## src/rtl/memory_port_arbiter.sv

```systemverilog
// memory_port_arbiter: shares one memory port between fetch and the memory stage,
// data first with a bounded starvation guard for fetch, and steers responses back.
module memory_port_arbiter #(
    parameter int          MAX_DATA_BURST = 4,
    parameter logic [31:0] NOP_INSTR      = 32'h0000_0013
) (
    input  logic        CLK,
    input  logic        RST,
    input  logic        F_Req,
    input  logic [31:0] F_Addr,
    input  logic        Stall_En,
    input  logic        Flush_D,
    input  logic        D_Req,
    input  logic        D_W_En,
    input  logic [2:0]  D_Control,
    input  logic [31:0] D_Addr,
    input  logic [31:0] D_W_Data,
    output logic [31:0] M_Addr,
    output logic        M_W_En,
    output logic [2:0]  M_Control,
    output logic [31:0] M_W_Data,
    input  logic [31:0] M_R_Data,
    output logic [31:0] Instr,
    output logic        F_Valid,
    output logic [31:0] D_R_Data,
    output logic        D_Done,
    output logic        Stall_Fetch,
    output logic        Stall_Mem
);
    localparam int CW = $clog2(MAX_DATA_BURST + 1);

    typedef enum logic [1:0] {IDLE, FETCH, DATA} state_t;

    state_t        state;
    logic          kill;
    logic          load;
    logic [CW-1:0] starve_cnt;
    logic          f_elig;
    logic          full;
    logic          g_fetch;
    logic          g_data;

    always_comb begin
        f_elig      = F_Req && !Stall_En;
        full        = starve_cnt == CW'(MAX_DATA_BURST);
        g_fetch     = !RST && f_elig && (full || !D_Req);
        g_data      = !RST && D_Req && !(full && f_elig);
        M_Addr      = g_data ? D_Addr : g_fetch ? F_Addr : '0;
        M_W_En      = g_data && D_W_En;
        M_Control   = g_data ? D_Control : g_fetch ? 3'b010 : 3'b000;
        M_W_Data    = g_data ? D_W_Data : '0;
        Stall_Fetch = !RST && f_elig && !g_fetch;
        Stall_Mem   = !RST && D_Req && !g_data;
        // responses of an access in flight at reset are dropped
        F_Valid     = !RST && state == FETCH && !kill && !Flush_D;
        Instr       = F_Valid ? M_R_Data : NOP_INSTR;
        D_Done      = !RST && state == DATA;
        D_R_Data    = (D_Done && load) ? M_R_Data : '0;
    end

    always_ff @(posedge CLK) begin
        if (RST) begin
            state      <= IDLE;
            kill       <= 1'b0;
            load       <= 1'b0;
            starve_cnt <= '0;
        end else begin
            state      <= g_data ? DATA : g_fetch ? FETCH : IDLE;
            kill       <= g_fetch && Flush_D;
            load       <= g_data && !D_W_En;
            starve_cnt <= (g_fetch || !f_elig) ? '0 :
                          (g_data && !full) ? starve_cnt + 1'b1 : starve_cnt;
        end
    end
endmodule
```

## config.mk

```make
export PLATFORM = sky130hd
export DESIGN_NAME = memory_port_arbiter
export DESIGN_NICKNAME = d
export VERILOG_FILES = /design/src/rtl/memory_port_arbiter.sv
export SDC_FILE = /design/constraint.sdc
export NUM_CORES = 1
export LEC_CHECK = 0
export CORE_AREA = 8 8 101 103
export CTS_CLUSTER_DIAMETER = 150
export DETAILED_ROUTE_END_ITERATION = 10
export DIE_AREA = 0 0 109 111
export PLACE_DENSITY = 0.69
export SLEW_MARGIN = 20
export SYNTH_ARGS = -nofsm -noshare
export SYNTH_HDL_FRONTEND = slang
export SYNTH_SLANG_ARGS = --single-unit
```

## constraint.sdc

```tcl
create_clock -name CLK -period 3.4 [get_ports CLK]
set_input_delay 0.85 -clock CLK [delete_from_list [all_inputs] [get_ports CLK]]
set_output_delay 0.85 -clock CLK [all_outputs]
set_load 0.01 [all_outputs]
```

==> results of run 1 <==
-- layout make-up --
cell class                      count  area, um2  share of cell area, %
Timing Repair Buffer              309       3040                   67.7
Multi-Input combinational cell    151       1110                   24.8
Sequential cell                     7        140                   3.13
Tap cell                          108        135                   3.01
Clock buffer                        4       45.0                   1.00
Inverter                            3       11.3                  0.251
Antenna cell                        1       2.50                 0.0558
-- state kept, by name, summed over array words and instances, names as in the netlist --
| name | cells |
|---|---|
| state | 2 |
| kill | 1 |
| starve_cnt | 3 |
| load | 1 |
-- critical path, cell delays in order --
cell,delay [ns]
dlygate4sd2_1,0.26
buf_4,0.16
nor4_4,0.29
bufbuf_16,0.31
buf_4,0.10
buf_4,0.10
and2_1,0.11
dlygate4sd2_1,0.26
-- cell usage in the layout (no fill, tap or decap), drive strengths merged --
cell type,n
clkdlybuf4s50,141
dlygate4sd2,123
and2,66
and3,32
a22o,32
buf,31
dlymetal6s2s,7
dfxtp,7
clkbuf,7
nand2b,6
inv,3
nor2,2
ha,2
bufbuf,2
nor2b,2
clkdlybuf4s15,2
diode,1
nor3b,1
nor4,1
a31oi,1
nand2,1
a211oi,1
a21o,1
nand3b,1
nor3,1
xnor2,1
-- worst max path at each step --
stage | startpoint | to | slack [ns] | cells past startpoint
final | RST | Instr[21] | 0.1 | 8
after global routing | RST | Instr[21] | 0.04 | 8
after CTS | F_Req | M_Addr[23] | -0.13 | 6
after detailed placement | Stall_En | M_Addr[2] | -0.22 | 6
after global placement | Stall_En | M_Addr[6] | -0.20 | 6
after floorplan | Stall_En | M_Addr[10] | 0.82 | 4
-- per-layer routing --
layer / track usage (%) / up-vias / part of all wire, %
met5: 0 / - / 0.071
met4: 3.11 / 2 / 1.0
met3: 6.98 / 8 / 14
met2: 33.0 / 170 / 54
met1: 14.0 / 1082 / 31
li1: - / 1220 / -
-- report_power, final --
part	total (mW)	switching, mW	internal (mW)
combinational	0.352	0.112	0.240
sequential	0.0885	0.00401	0.0845
clock	0.116	0.0350	0.0810
total	0.557	0.151	0.406
-- timing repair --
item | 4_1_cts | 5_1_grt
pin swaps | 2 | 3
endpoints found under the setup margin | 131 | 34
gates resized for setup | 129 | 11
setup buffers | 6 | 13
gates cloned | 3 | 3
-- stage by stage --
step / std cells / setup TNS, ns / cell area [um2] / hold slack, ns / worst slack, ns
floorplan: 180 / 0 / 1320 / 0.417 / 0.818
global placement: 553 / -12.89 / 4250 / 0.425 / -0.201
detailed placement: 553 / -15.24 / 4250 / 0.443 / -0.224
CTS: 566 / -0.825 / 4270 / 0.448 / -0.130
global route: 583 / 0 / 4480 / 0.482 / 0.0367
finish: 583 / 0 / 4480 / 0.449 / 0.0983
-- logic make-up (layout without fill, tap and decap cells) --
group           count (synthesis)  in the layout
xor+xnor                        1              1
other cells                     0              1
fa+ha+maj                       2              2
flops                           7              7
compound gates                 35             35
simple gates                  113            113
buf+inv                        22            316
==> flow_metrics.py, run 1 <==
metrics = {
    "status": {
        "status": "finished clean",
    },
    "detailed_routing": {
        "antenna_left": 0,
        "viasPerCell": 4.26,
        "wl_mm": 11.2,
        "vias": 2482,
        "dr.pass1.iters": 4,
        "wl_per_cell_um": 19.2,
        "drc": 0,
        "initialDrtViolationCount": 71,
    },
    "timing": {
        "timing.final.crit_share_pct": 97.1,
        "fmaxAchievable_ghz": 0.303,
        "skew_ns": 0.00317,
        "relSlewSlack_pct": 47.8,
        "worst_slew_pin_slew_ns": 0.782,
        "setup_violations": 0,
        "grt_setup_unrepaired": "no",
        "slew_violations": 0,
        "finalHoldViolCount": 0,
        "period_minus_slack_ns": 3.30,
    },
    "cells_and_area": {
        "final_layout_size_suffix_gt1_share_pct": 9.92,
        "syn2layout_area_growth_pct": 240,
        "post-route-util_pct": 52.4,
        "fill_cells": 837,
        "num-nets-final": 615,
    },
    "setup_path": {
        "cp-end-kind": "output port",
        "r2r_start": "starve_cnt[0]$_SDFFE_PP0P_",
        "path_max_fanout": 4,
        "cp_data_arrival_time_ns": 2.45,
        "reg2reg_depth": 7,
        "worstSetupStartpointType": "input pin",
        "required_ns": 2.55,
        "regToRegSetupSlack_ns": 1.89,
        "r2r_end": "kill$_SDFF_PP0_",
        "crit_type": "in -> out",
    },
    "synth": {
        "syn_inst": 180,
        "synth_top_area_share_pct": 31.3,
        "synth_xor_area_share_pct": 0.664,
        "ys_top_cells_by_count": "66 x and2_1, 32 x a22o_1, 32 x and3_1",
        "synthTopCellsByArea": "and2_1 31%, a22o_1 21%, and3_1 15%",
        "synth_flop_cell": "dfxtp_1",
        "synth_compound_area_share_pct": 24.3,
        "synth_area_per_cell_um2": 7.33,
        "yosysWarnings": 0,
        "async_flop_share_pct": 0,
        "synth_simple_gate_area_share_pct": 54.6,
        "synth.area.mux_share_pct": 0,
        "yosysSeqAreaShare_pct": 10.6,
        "synth_fa_ha_area_share_pct": 1.90,
        "synth_nets": 320,
        "synth_enable_flop_cells": 0,
        "synthDistinctLibCells": 21,
        "synth_top_area_cell": "and2_1",
        "yosysMostFrequentCell": "and2_1",
        "ys_ff_latch": 7,
        "syn_area_um2": 1320,
        "synth_top_family_by_area": "simple AND/OR/NAND/NOR gates",
    },
    "floorplanning": {
        "boundaryPins": 274,
        "num_rows": 34,
        "dieArea_um2": 12100,
        "core-area_um2": 8550,
        "die_x_um": 109,
        "dieHeight_um": 111,
        "start_util_pct": 15.4,
    },
    "grt": {
        "overflow": 0,
        "grt_pass1_vias": 2681,
        "antenna_found_initial": 2,
        "grt_usage_pct": 16.3,
        "grt_pass1_wl_mm": 15.5,
        "grt_max_degree": 39,
    },
    "clock_network": {
        "cts_tree": "built",
        "clock-sinks": 7,
        "cts.path.max_buffers": 2,
        "clk_latency_ns": 0.23,
        "cts_hold_buf": 0,
        "ctsHtreeMaxLevel": 1,
        "cts_made_buffers": 3,
        "cts_root_buf": "clkbuf_8",
        "cts.clk_slew.worst_paths_ns": 0.04,
    },
    "worst_hold_path": {
        "min_path_cells": 1,
        "min-delay-start": "starve_cnt[0]$_SDFFE_PP0P_",
        "hp-class": "reg -> reg",
        "min_to": "starve_cnt[0]$_SDFFE_PP0P_",
    },
    "place": {
        "portBuffers": 273,
        "dp_hpwl_mm": 9.55,
        "gp_congestion": 0.778,
    },
    "pwr": {
        "leakage_nw": 2.54,
        "fin_total_pwr_mw": 0.557,
        "p_per_area_nw_per_um2": 124,
        "ir_worst_vdd_mv": 0.0801,
    },
    "run": {
        "drv_cap": 0,
    },
}
(Power assumes the default switching activity.)
==> inputs of run 2 (changes only) <==
==> constraint.sdc (replaced) <==
create_clock -name CLK -period 3.9 [get_ports CLK]
set_input_delay 0.975 -clock CLK [delete_from_list [all_inputs] [get_ports CLK]]
set_output_delay 0.975 -clock CLK [all_outputs]
set_load 0.01 [all_outputs]
==> run 2 against run 1 <==
  * First-iteration DRC count down 18%
  * Sequential cell count is the same
  * Sequential power is 13% lower
  * Clock skew is 0.0016 ns lower
  * Utilization down 2.4 points
  * Critical path depth decreased by 2
  * Worst hold slack got worse by 0.0054 ns
  * Die area is the same
  * Via count is 5.6% lower
  * Largest power group unchanged
==> flow_metrics.py, run 2 (synthesis gave the netlist of run 1 again) <==
metrics = {
    "detailed_routing": {
        "wl_met2_mm": 5.62,
        "vias": 2344,
        "wl_met3_mm": 1.44,
        "drt-met1-wl_mm": 3.44,
        "viasPerCell": 4.24,
        "antenna_left": 0,
        "drc": 0,
        "dr.pass1.iters": 4,
        "wl_per_cell_um": 19.0,
        "initialDrtViolationCount": 58,
        "wl_mm": 10.5,
        "dr.max_layer_used": "met4",
    },
    "status": {
        "status": "finished clean",
    },
    "setup_path": {
        "cp-end-kind": "output port",
        "worstSetupStartpointType": "input pin",
        "path_max_fanout": 32,
        "required_ns": 2.92,
        "crit_type": "in -> out",
        "cp_data_arrival_time_ns": 2.85,
    },
    "cells_and_area": {
        "largest_reg_flops": 3,
        "regMostFlops": "starve_cnt",
        "final_area_um2": 4280,
        "final_cell_mix": "267 x clkdlybuf4s50_1, 66 x and2_1, 32 x and3_1, 32 x a22o_1, 7 x dfxtp_1",
        "fill_cells": 819,
        "num-nets-final": 586,
        "final_layout_size_suffix_gt1_share_pct": 3.37,
        "n_antenna_cell": 0,
        "reg_top3": "starve_cnt (3), state (2)",
        "mostFrequentLayoutCell": "clkdlybuf4s50_1",
        "syn2layout_area_growth_pct": 225,
    },
    "clock_network": {
        "cts_tree": "built",
        "clk_latency_ns": 0.22,
        "clock-sinks": 7,
        "cts_hold_buf": 0,
        "cts_root_buf": "clkbuf_8",
        "ctsHtreeMaxLevel": 1,
        "ctsResizeCount": 0,
        "post-cts-setup-buffers": 0,
        "cts.clk_slew.worst_paths_ns": 0.04,
        "cts.path.max_buffers": 2,
        "cts_made_buffers": 3,
    },
    "worst_hold_path": {
        "hp-class": "reg -> reg",
    },
    "floorplanning": {
        "num_rows": 34,
        "die_x_um": 109,
        "dieHeight_um": 111,
        "start_util_pct": 15.4,
        "core-area_um2": 8550,
        "boundaryPins": 274,
        "dieArea_um2": 12100,
    },
    "place": {
        "pre_cts_ws_ns": 0.0463,
        "portBuffers": 273,
        "dp_hpwl_mm": 9.60,
        "placed_cell_area_um2": 4220,
        "gp_congestion": 0.770,
    },
    "timing": {
        "timing.final.crit_share_pct": 98.0,
        "slew_violations": 0,
        "skew_ns": 0.00159,
        "grt_setup_unrepaired": "no",
        "fin_ws_ns": 0.0792,
        "setup_violations": 0,
        "worst_slew_pin_slew_ns": 0.760,
        "relSlewSlack_pct": 49.3,
        "fmaxAchievable_ghz": 0.262,
        "finalHoldViolCount": 0,
        "finalSetupTns_ns": 0,
        "period_minus_slack_ns": 3.82,
    },
    "pwr": {
        "leakage_nw": 1.80,
        "p_per_area_nw_per_um2": 112,
        "ir_worst_vdd_mv": 0.0544,
    },
    "grt": {
        "grt_pass1_wl_mm": 15.2,
        "antenna_found_initial": 0,
        "grt_usage_pct": 16.0,
        "grt_pass1_vias": 2592,
        "overflow": 0,
        "grt_max_degree": 39,
    },
    "run": {
        "drv_cap": 0,
    },
}
[run 2: cell types whose count changed in the layout (fill, tap and decap cells not counted), sizes merged]
cell and delta:
dlymetal6s2s -1, clkbuf -3, clkdlybuf4s50 +126, diode -1
bufbuf -2, clkdlybuf4s15 -2, dlygate4sd2 -123, buf -24
[run 2: stage by stage]
step                      utilization, %  instances  hold WS, ns  power (mW)
after global placement              49.3        549        0.425       0.384
after CTS                           49.9        553        0.447       0.488
after global routing                50.1        553        0.476       0.505
after detailed placement            49.3        549        0.440       0.387
after floorplan                        -        180        0.417       0.149
final                               50.1        553        0.444       0.479
[run 2: area by class of cell]
type / instances / area (um2) / share of cell area (%)
clock buffers: 4 / 45.0 / 1.05
inverters: 3 / 11.3 / 0.263
multi-input cells: 151 / 1090 / 25.4
flip-flops and latches: 7 / 140 / 3.27
well taps: 108 / 135 / 3.16
repair buffers: 280 / 2860 / 66.9
[run 2: per-layer routing]
metal | track usage (%) | vias to the layer above
met3 | 6.51 | 2
met1 | 14.2 | 1024
met5 | 0 | -
li1 | - | 1156
met4 | 2.83 | 0
met2 | 32.1 | 162
[run 2: path summary, 6_finish.rpt]
check,startpoint,endpoint,slack [ns],depth (start not counted)
worst max-delay path,Stall_En,M_Addr[5],0.08,6
worst min-delay path,starve_cnt[0]$_SDFFE_PP0P_,starve_cnt[0]$_SDFFE_PP0P_,0.44,1
worst max register to register,starve_cnt[0]$_SDFFE_PP0P_,kill$_SDFF_PP0_,2.50,6
worst min register to register,starve_cnt[0]$_SDFFE_PP0P_,starve_cnt[0]$_SDFFE_PP0P_,0.44,1
[run 2: power by group]
| part | internal, mW | leakage [nW] | total (mW) | switching (mW) |
|---|---|---|---|---|
| logic | 0.211 | 1.72 | 0.304 | 0.0925 |
| clock network | 0.0704 | 0.0228 | 0.0977 | 0.0274 |
| registers | 0.0737 | 0.0570 | 0.0770 | 0.00325 |
| total | 0.355 | 1.80 | 0.479 | 0.123 |
[run 2: worst max-delay path: stages]
cell and delay (ns):
clkdlybuf4s50_1 0.43, nand2b_1 0.21, a211oi_4 0.28, buf_12 0.22, a22o_1 0.15, clkdlybuf4s50_1 0.57
